$ cat src/rtl/flappy_pkg.sv
// Shared types for the Flappy Bird game sequencer: the game-state encoding
// and a three-digit BCD score value.
package flappy_pkg;

  typedef enum logic [1:0] {
    IDLE  = 2'd0,
    PLAY  = 2'd1,
    DYING = 2'd2,
    OVER  = 2'd3
  } game_state_e;

  // Digit a is the hundreds place, so a packed compare of two bcd3_t values
  // orders scores numerically.
  typedef struct packed {
    logic [3:0] a;
    logic [3:0] b;
    logic [3:0] c;
  } bcd3_t;

endpackage

$ cat src/rtl/bcd3_inc.sv
// Combinational +1 on a three-digit BCD value; 999 wraps to 000.
module bcd3_inc
  import flappy_pkg::*;
(
  input  bcd3_t value,
  output bcd3_t next
);

  always_comb begin
    next = value;
    if (value.c == 4'd9) begin
      next.c = 4'd0;
      if (value.b == 4'd9) begin
        next.b = 4'd0;
        next.a = (value.a == 4'd9) ? 4'd0 : value.a + 4'd1;
      end else begin
        next.b = value.b + 4'd1;
      end
    end else begin
      next.c = value.c + 4'd1;
    end
  end

endmodule

$ cat src/rtl/flappy_game_ctrl.sv
// Flappy Bird game sequencer: IDLE/PLAY/DYING/OVER control, score pulses
// toward the external BCD counter, and a best-score register held until reset.
module flappy_game_ctrl
  import flappy_pkg::*;
#(
  parameter int unsigned DEATH_TICKS = 16
) (
  input  logic       clk,
  input  logic       reset,
  input  logic       tick,
  input  logic       flap,
  input  logic       collide,
  input  logic       pipe_pass,
  output logic       score_inc,
  output logic       score_clr,
  output logic       playing,
  output logic       game_over,
  output logic [1:0] state,
  output logic [3:0] best_a,
  output logic [3:0] best_b,
  output logic [3:0] best_c,
  output logic       new_best
);

  localparam logic [7:0] TICKS_INIT = 8'(DEATH_TICKS);

  game_state_e state_q, state_d;
  logic [7:0]  tick_q, tick_d;
  logic        flap_q;
  logic        flap_edge;
  logic        inc_d, clr_d, new_best_d;
  bcd3_t       shadow_q, shadow_d, shadow_next;
  bcd3_t       best_q, best_d;

  assign flap_edge = flap & ~flap_q;

  bcd3_inc u_shadow_inc (
    .value (shadow_q),
    .next  (shadow_next)
  );

  // NOTE: every signal gets its hold value before the case statement, so no
  // path through this block leaves one unassigned and no latch is inferred.
  always_comb begin
    state_d    = state_q;
    tick_d     = tick_q;
    inc_d      = 1'b0;
    clr_d      = 1'b0;
    new_best_d = new_best;
    shadow_d   = shadow_q;
    best_d     = best_q;
    unique case (state_q)
      IDLE, OVER: begin
        if (flap_edge) begin
          state_d    = PLAY;
          clr_d      = 1'b1;
          shadow_d   = '0;
          new_best_d = 1'b0;
        end
      end
      PLAY: begin
        // A collision in the same cycle as a pass ends the game unscored.
        if (collide) begin
          state_d = DYING;
          tick_d  = TICKS_INIT;
        end else if (pipe_pass) begin
          inc_d    = 1'b1;
          shadow_d = shadow_next;
        end
      end
      DYING: begin
        if (tick) begin
          tick_d = tick_q - 8'd1;
          if (tick_q <= 8'd1) begin
            state_d    = OVER;
            new_best_d = (shadow_q > best_q);
            if (shadow_q > best_q) best_d = shadow_q;
          end
        end
      end
      default: state_d = IDLE;
    endcase
  end

  // NOTE: registers are updated with non-blocking assignments so every flop
  // samples the pre-edge values, independent of statement order.
  always_ff @(posedge clk or posedge reset) begin
    if (reset) begin
      state_q   <= IDLE;
      tick_q    <= '0;
      flap_q    <= 1'b1;
      score_inc <= 1'b0;
      score_clr <= 1'b0;
      playing   <= 1'b0;
      game_over <= 1'b0;
      new_best  <= 1'b0;
      shadow_q  <= '0;
      best_q    <= '0;
    end else begin
      state_q   <= state_d;
      tick_q    <= tick_d;
      flap_q    <= flap;
      score_inc <= inc_d;
      score_clr <= clr_d;
      playing   <= (state_d == PLAY);
      game_over <= (state_d == OVER);
      new_best  <= new_best_d;
      shadow_q  <= shadow_d;
      best_q    <= best_d;
    end
  end

  assign state  = state_q;
  assign best_a = best_q.a;
  assign best_b = best_q.b;
  assign best_c = best_q.c;

endmodule

$ cat config.mk
export PLATFORM = sky130hd
export DESIGN_NAME = flappy_game_ctrl
export DESIGN_NICKNAME = d
export VERILOG_FILES = /design/src/rtl/flappy_pkg.sv /design/src/rtl/bcd3_inc.sv /design/src/rtl/flappy_game_ctrl.sv
export SDC_FILE = /design/constraint.sdc
export NUM_CORES = 1
export LEC_CHECK = 0
export CORE_MARGIN = 2
export CORE_UTILIZATION = 50
export CTS_CLUSTER_DIAMETER = 150
export DETAILED_ROUTE_END_ITERATION = 8
export PLACE_DENSITY = 0.72
export SETUP_SLACK_MARGIN = 0.4
export SLEW_MARGIN = 15
export SYNTH_ARGS = -nofsm -noshare
export SYNTH_HDL_FRONTEND = slang
export SYNTH_SLANG_ARGS = --single-unit
$ cat constraint.sdc
create_clock -name clk -period 2.5 [get_ports clk]
set_input_delay 0.375 -clock clk [delete_from_list [all_inputs] [get_ports clk]]
set_output_delay 0.375 -clock clk [all_outputs]
set_load 0.02 [all_outputs]
## Word level (Yosys, flattened, before mapping)

Cells that the tools add are included.

- Equal/unequal tests: 16
- Muxes and demuxes: 26
- Reductions and logical operators: 11
- Magnitude comparators: 2
- Add/sub/neg operators: 4
- Bitwise gates (word level): 2

Operators by type and width:

| operator | number |
|---|---|
| two-way mux 12 bit | 3 |
| two-way mux 8 bit | 3 |
| one-hot mux 12 bit (2 select lines) | 1 |
| two-way mux 4 bit | 4 |
| one-hot mux 8 bit (2 select lines) | 1 |
| adder 4 x 1 -> 4 bit (second input constant) | 3 |
| == test 4 bit (second input constant) | 3 |
| greater-than comparator 12 bit | 1 |
| inequality test 2 bit (second input constant) | 6 |
| AND reduction 4 bit | 3 |
| less-or-equal comparator 8 x 1 -> 1 bit (second input constant) | 1 |
| two-way mux 1 bit | 8 |
| two-way mux 2 bit | 4 |
| subtractor 8 x 1 -> 8 bit (second input constant) | 1 |
| == test 2 bit (second input constant) | 3 |
| one-hot mux 2 bit (3 select lines) | 1 |
| AND reduction 6 bit | 1 |
| nonzero test 2 bit | 3 |
| AND reduction 5 bit | 1 |
| == test 2 x 1 -> 1 bit (second input constant) | 2 |
| inequality test 2 x 1 -> 1 bit (second input constant) | 2 |
| AND reduction 3 bit | 1 |
| logical NOT 2 bit | 1 |
| one-hot mux 1 bit (2 select lines) | 1 |
| other kinds (3) | 3 |

- Output and inout port bits: 19
- Bits of input ports: 6
- Logic and storage cells: 75
- Register bits after elaboration: 40

## Longest topological paths before layout

Gate-level depths: netlist (run 1).

- Depth after elaboration: 7
- Mapped depth: 8
- Gate-level depth less buffers: 7

## By module

From an unflattened synthesis (run 1), not the netlist that was laid out.

- Cell total of the unflattened synthesis: 239
- Area total of the unflattened synthesis: 2319.7 um^2

By module, submodules not included:

| module | cells each | area an instance (um^2) | times used | seq. area each (um^2) |
|---|---|---|---|---|
| flappy_game_ctrl | 201 | 2033.2 | 1 | 1002.2 |
| bcd3_inc | 38 | 286.5 | 1 | 0.0 |

## Worst setup path after synthesis (run 1)

Ideal clock, no wire load.

- Kind: register to register
- Start point: register best_q (netlist bit best_b[3])
- End point: register best_q (netlist bit best_a[0])
- Cell stages (with the launch flop): 9
- Path slack: 0.362 ns
- Arrival: 2.013 ns
- Cells stage by stage: dfrtp_1 inv_1 ha_1 a21oi_1 o21ai_0 a221oi_1 a211oi_2 buf_6 mux2_4

- Word-level cells in the longest chain between the ends: 2

Ends and longest elaborated chain:

| element | RTL line | RTL |
|---|---|---|
| from (decl) | flappy_game_ctrl.sv:33 | `bcd3_t best_q, best_d;` |
| from (signal assigned) | flappy_game_ctrl.sv:109 | `best_q <= best_d;` |
| greater-than comparator 12 bit | flappy_game_ctrl.sv:77 | `if (shadow_q > best_q) best_d = shadow_q;` |
| AND reduction 4 bit (no source line) | - |  |

Every way passes these cells.
A chain may end at the register's enable or synchronous reset.

## Worst setup path after layout (run 1)

- Start point: register shadow_q[7] (netlist name)
- End point: register best_q (netlist bit best_c[3])

- Word-level cells in the longest chain between the ends: 2

Ends and longest elaborated chain:

| element | RTL line | RTL |
|---|---|---|
| from (decl) | flappy_game_ctrl.sv:32 | `bcd3_t shadow_q, shadow_d, shadow_next;` |
| from (signal assigned) | flappy_game_ctrl.sv:108 | `shadow_q <= shadow_d;` |
| greater-than comparator 12 bit | flappy_game_ctrl.sv:77 |  |
| AND reduction 4 bit (no source line) | - |  |

Every way passes these cells.

==> impl_metrics.env, run 1 <==
export IMPL_antenna_found_initial=0
export IMPL_worstPathMaxFanout=4
export IMPL_fillers=341
export IMPL_wl_per_cell_um=14.29
export IMPL_ys_seq_area_frac=0.4411
export IMPL_insertedDiodeCount=0
export IMPL_nets=291
export IMPL_syn_num_nets=245
export IMPL_grt_pass1_vias=1586
export IMPL_max_cap_violations=0
export IMPL_setup_tns_ns=0
export IMPL_gr_total_overflow=0
export IMPL_post_place_ws_ns=0.3177
export IMPL_drt_initial_drc_count=45
export IMPL_viasPerCell=5.275
export IMPL_worst_setup_path_end_kind="flop"
export IMPL_crit_type="flop to flop"
export IMPL_grt_pass1_wl_mm=7.231
export IMPL_fp_dieW_um=71.41
export IMPL_ioPinCount=25
export IMPL_routed_wl_mm=4.515
export IMPL_final_hold_viol_count=0
export IMPL_drive_gt1_frac=0.2424
export IMPL_ys_warn_count=0
export IMPL_finalCriticalPeriod_ns=2.057
export IMPL_maxSlewViolCount=0
export IMPL_fin_ws_ns=0.4428
export IMPL_m1WireLength_mm=2.167
export IMPL_synth_area_per_cell_um2=10.47
export IMPL_place_congestion=0.8393
export IMPL_grt_max_degree=41
export IMPL_tritoncts="done"
export IMPL_multi_input_area_um2=1257
export IMPL_clockBufferDepth=2
export IMPL_final_antenna_net_count=0
export IMPL_groute_usage_overall=0.1836
export IMPL_std_cell_rows=24
export IMPL_die_area_um2=5099
export IMPL_hpwl_mm=3.126
export IMPL_root_buffer="clkbuf_8"
export IMPL_worst_setup_path_start_kind="flop"
export IMPL_dr_pass1_iters=4
export IMPL_cts_buffers=5
export IMPL_regArea_um2=1010
export IMPL_rsz0062_at_grt="true"
export IMPL_highest_layer="met4"
export IMPL_fin_crit_sh=0.8229
export IMPL_port_buffers=24
export IMPL_htreeDepth=2
export IMPL_cellLeakagePower_nw=1.313
export IMPL_status="completed"
export IMPL_finalSetupViolCount=0
export IMPL_cp_arrival_ns=2.25
export IMPL_syn_area_um2=2272
export IMPL_min_path_type="primary input to asynchronous set/reset pin"
export IMPL_fmax_mhz=486.1
export IMPL_ctsHoldBuffers=0
export IMPL_route_met3_wl_um=177
export IMPL_clock_latency_ns=0.30
export IMPL_power_density_nw_per_um2=884.0
export IMPL_netlist_instances=217
export IMPL_ys_ff_latch=40
export IMPL_area_delta_synth_final_pct=28.19
export IMPL_synth_cell_types=38
export IMPL_vdd_drop_max_v=0.0006763
export IMPL_route_met2_wl_mm=2.085
export IMPL_maxSlewHeadroom=0.6627
export IMPL_die_h_um=71.41
export IMPL_tightest_slew_ns=0.5059
export IMPL_cts_clk_slew_worst_paths_ns=0.08
export IMPL_power_total_mw=2.575
export IMPL_fin_worst_skew_ns=0.005363
export IMPL_design_core_area_um2=4354
export IMPL_route_detailed_drc=0
export IMPL_initial_utilization=0.5218
export IMPL_cp_required_ns=2.69
export IMPL_vias=1667
export IMPL_clock_sinks=40
## registers in the layout, summed over array words and instances (netlist names), 2 cells and up
name,count
best_a,4
shadow_q,12
tick_q,8
best_b,4
best_c,4
state,2
## worst max-delay path, cell delays in order (launching register included)
cell,delay (ns)
dfrtp_1,0.42
ha_4,0.29
nand4_1,0.13
buf_4,0.17
o41ai_4,0.35
a211oi_2,0.11
buf_4,0.18
mux2_4,0.30
## placed cells by master (no fill, tap or decap), types with 2 or more instances in the layout
cell	netlist	final
a21oi_1	6	6
nand2b_1	3	3
and3_1	3	3
clkdlybuf4s50_1	0	24
a21o_1	2	2
nand2_1	14	14
nor2_1	15	15
nor3_1	3	3
o21ai_0	13	12
o31ai_1	6	5
inv_1	25	21
xor2_1	5	5
mux2i_1	4	4
nand3b_1	5	5
and2_1	3	3
nand4_1	6	6
nor2b_1	4	4
inv_2	0	4
xnor2_1	3	3
dfrtp_2	0	6
ha_2	0	2
buf_4	0	17
ha_4	0	5
nand3_1	9	8
ha_1	22	15
clkbuf_8	0	5
mux2_4	7	9
dfrtp_1	39	33
## cells in the mapped netlist
| master | count | area [um2] |
|---|---|---|
| a211oi_1 | 1 | 7.510 |
| xnor2_1 | 3 | 26.28 |
| nand4b_1 | 1 | 8.760 |
| nand4_2 | 1 | 12.51 |
| a21oi_1 | 6 | 30.03 |
| dfrtp_1 | 39 | 975.9 |
| a22oi_4 | 1 | 21.27 |
| mux2_4 | 7 | 105.1 |
| nand3b_1 | 5 | 37.54 |
| xor2_1 | 5 | 43.79 |
| o31ai_1 | 6 | 45.04 |
| and2_1 | 3 | 18.77 |
| a211oi_2 | 1 | 12.51 |
| nand2_1 | 14 | 52.55 |
| a21o_1 | 2 | 15.01 |
| and3_1 | 3 | 18.77 |
| nor4_4 | 1 | 21.27 |
| ha_1 | 22 | 275.3 |
| a21boi_0 | 1 | 7.510 |
| o2111ai_2 | 1 | 15.01 |
| nor2_1 | 15 | 56.30 |
| nor3_1 | 3 | 15.01 |
| a221oi_1 | 1 | 8.760 |
| nand4_1 | 6 | 37.54 |
| dfstp_2 | 1 | 26.28 |
| nand3_1 | 9 | 45.04 |
| nor2b_1 | 4 | 25.02 |
| o21ai_0 | 13 | 65.06 |
| or2_1 | 1 | 6.260 |
| nand2b_1 | 3 | 18.77 |
| o41ai_2 | 1 | 16.27 |
| or2_2 | 1 | 6.260 |
| mux2i_1 | 4 | 40.04 |
| nor2_2 | 1 | 6.260 |
| inv_1 | 25 | 93.84 |
| mux2_2 | 3 | 33.78 |
| buf_6 | 1 | 11.26 |
| buf_2 | 2 | 10.01 |
## per-stage QoR
step / hold WS (ns) / area, um2 / utilization / std cells
2_1_floorplan: 0.3795 / 2278 / - / 217
3_3_place_gp: 0.5183 / 2585 / 0.5937 / 293
3_5_place_dp: 0.5304 / 2585 / 0.5937 / 293
4_1_cts: 0.5040 / 2696 / 0.6193 / 301
5_1_grt: 0.5176 / 2913 / 0.6690 / 316
6_report: 0.4812 / 2913 / 0.6690 / 316
## cells by family (layout without fill, tap and decap cells)
kind of cell | after synthesis | after routing | share of synthesized area
AO/OA/AOI/OAI | 34 | 34 | 0.1074
XOR/XNOR | 8 | 8 | 0.03084
adder cells (fa/ha/maj) | 22 | 22 | 0.1211
buffers and inverters | 28 | 75 | 0.05066
flip-flops | 40 | 40 | 0.4411
multiplexers | 14 | 14 | 0.07874
AND/OR/NAND/NOR | 71 | 71 | 0.1702
## layout make-up
| type | instances | area share |
|---|---|---|
| Timing Repair Buffer | 42 | 0.1302 |
| Clock buffer | 6 | 0.02491 |
| Sequential cell | 40 | 0.3467 |
| Clock inverter | 2 | 0.01203 |
| Multi-Input combinational cell | 149 | 0.4317 |
| Inverter | 25 | 0.03222 |
| Tap cell | 52 | 0.02234 |
## final timing paths
path	from	to	slack, ns	depth (start not counted)
min in group clk	flap	flap_q	0.51	1
worst min-delay path	reset	best_a[1]	0.48	3
worst max-delay path	shadow_q[7]	best_c[3]	0.44	7
max in group asynchronous	reset	shadow_q[11]	1.62	3
worst min register to register	shadow_q[3]	shadow_q[3]	0.52	1
worst max register to register	shadow_q[7]	best_c[3]	0.44	7
## where the power goes
group | internal [mW] | switching, mW
clock network | 0.296 | 0.238
logic | 0.466 | 0.672
registers | 0.778 | 0.125
## metal layers
metal  GRT usage  vias to the layer above
met3     0.05204                        6
met1      0.2434                      788
met4     0.07547                        0
met5           0                        -
met2      0.2840                       32
li1            -                      841
## timing repair
action                     CTS  global route
pin swaps                    0             7
setup endpoints to repair    6            19
setup buffers                0            15
gates resized for setup      2            22
(Power assumes the default switching activity.)
==> run 2: changes to the inputs <==
clock period = 1.9 ns   (was 2.5 ns; I/O delays follow)
==> impl_metrics.env, run 2 (synthesis gave the netlist of run 1 again) <==
export IMPL_die_area_um2=5099
export IMPL_path_delay_family="flip-flops"
export IMPL_max_stage_delay_ns=0.42
export IMPL_place_congestion=0.8376
export IMPL_final_hold_viol_count=0
export IMPL_fin_ws_ns=-0.2180
export IMPL_initial_utilization=0.5218
export IMPL_design_core_area_um2=4354
export IMPL_groute_usage_overall=0.2290
export IMPL_grt_max_degree=41
export IMPL_min_path_type="primary input to asynchronous set/reset pin"
export IMPL_cellLeakagePower_nw=1.618
export IMPL_setup_tns_ns=-2.343
export IMPL_worst_setup_path_start_kind="flop"
export IMPL_rsz0062_at_grt="true"
export IMPL_htreeDepth=2
export IMPL_cts_clk_slew_worst_paths_ns=0.07
export IMPL_cpMaxStageDelayCell="dfrtp_1"
export IMPL_std_cell_rows=24
export IMPL_routed_wl_mm=6.102
export IMPL_grt_pass1_wl_mm=9.101
export IMPL_largestRegisters="shadow_q x12, tick_q x8"
export IMPL_drt_initial_drc_count=150
export IMPL_layout_commonest_cell="buf_4"
export IMPL_vdd_drop_max_v=0.001175
export IMPL_route_detailed_drc=0
export IMPL_finalCriticalPeriod_ns=2.118
export IMPL_area_delta_synth_final_pct=54.74
export IMPL_dr_pass1_iters=6
export IMPL_maxSlewViolCount=0
export IMPL_maxSlewHeadroom=0.7453
export IMPL_max_cap_violations=0
export IMPL_worstPathMaxFanout=4
export IMPL_worst_setup_path_end_kind="flop"
export IMPL_ioPinCount=25
export IMPL_insertedDiodeCount=0
export IMPL_clock_latency_ns=0.29
export IMPL_holdWs_ns=0.3347
export IMPL_crit_type="flop to flop"
export IMPL_fp_dieW_um=71.41
export IMPL_gr_total_overflow=0
export IMPL_clockBufferDepth=2
export IMPL_fin_crit_sh=1.115
export IMPL_power_total_mw=4.532
export IMPL_die_h_um=71.41
export IMPL_violations="setup timing"
export IMPL_tritoncts="done"
export IMPL_fillers=245
export IMPL_final_antenna_net_count=0
export IMPL_power_density_nw_per_um2=1289
export IMPL_antenna_found_initial=0
export IMPL_drive_gt1_frac=0.4934
export IMPL_max_flop_register="shadow_q"
export IMPL_cp_arrival_ns=2.30
export IMPL_clock_sinks=40
export IMPL_status="finished, violations left"
export IMPL_port_buffers=24
export IMPL_final_cell_mix="buf_4, dfrtp_1, dlygate4sd2_1"
export IMPL_cp_required_ns=2.08
export IMPL_largest_register_ffs=12
export IMPL_root_buffer="clkbuf_8"
export IMPL_cts_buffers=5
export IMPL_fin_worst_skew_ns=0.004670
export IMPL_path_buf_inv=1
export IMPL_nets=331
export IMPL_tightest_slew_ns=0.3780
export IMPL_viasPerCell=5.494
export IMPL_finalSetupViolCount=13
export IMPL_crit_chain="ha_4 > nand4_1 > nor2_1 > o31ai_2 > a211oi_2 > buf_4 > mux2_4"
export IMPL_hpwl_mm=3.615
export IMPL_fmax_mhz=472.2
export IMPL_wl_per_cell_um=17.14
export IMPL_grt_pass1_vias=2022
export IMPL_vias=1956
## run 2: final timing paths
path / start / to / slack [ns] / cells past startpoint
min reg2reg: best_b[1] / best_b[1] / 0.57 / 2
max: shadow_q[9] / best_c[3] / -0.22 / 7
max reg2reg: shadow_q[9] / best_c[3] / -0.22 / 7
min in group clk: flap / flap_q / 0.42 / 1
min: reset / shadow_q[8] / 0.33 / 3
max in group asynchronous: reset / flap_q / 1.29 / 3
## run 2: power by group
part           internal [mW]  leakage (nW)  total [mW]  switching (mW)
sequential              1.03         0.504        1.18           0.148
combinational           1.24          1.07        2.77            1.53
clock                  0.296        0.0455       0.589           0.293
total                   2.56          1.62        4.53            1.97
## run 2: tightest hold or removal path, delay by kind of cell
family                 cells  cell delay [ns]
buffers and inverters      3             0.72
## run 2: area by class of cell
| type | count | area (um2) | share of cell area |
|---|---|---|---|
| Multi-Input combinational cell | 150 | 1538 | 0.4374 |
| Sequential cell | 40 | 1020 | 0.2900 |
| Timing Repair Buffer | 81 | 706.9 | 0.2011 |
| Inverter | 25 | 96.34 | 0.02740 |
| Clock buffer | 8 | 90.09 | 0.02562 |
| Tap cell | 52 | 65.06 | 0.01851 |
## run 2: what timing repair did
item | CTS | global route
setup buffers | 11 | 8
endpoints found under the setup margin | 52 | 36
gates cloned | 1 | 0
pin swaps | 15 | 12
gates resized for setup | 59 | 29
hold buffers | 0 | 0
## run 2: routing by layer
| metal | share of wire | wire length (um) | GRT usage |
|---|---|---|---|
| met2 | 0.50 | 3036 | 0.3909 |
| met5 | 0 | 0 | 0 |
| met3 | 0.043 | 260 | 0.05204 |
| met1 | 0.42 | 2539 | 0.2831 |
| met4 | 0.043 | 265 | 0.08595 |
## run 2: through the flow
stage	util	setup WS [ns]	std cells	cell area, um2
finish	0.8075	-0.2180	356	3516
global route	0.8075	-0.3085	356	3516
CTS	0.7644	-0.1413	348	3328
detailed placement	0.6960	-0.1960	328	3030
global placement	0.6960	-0.1092	328	3030
floorplan	-	-0.1251	217	2457
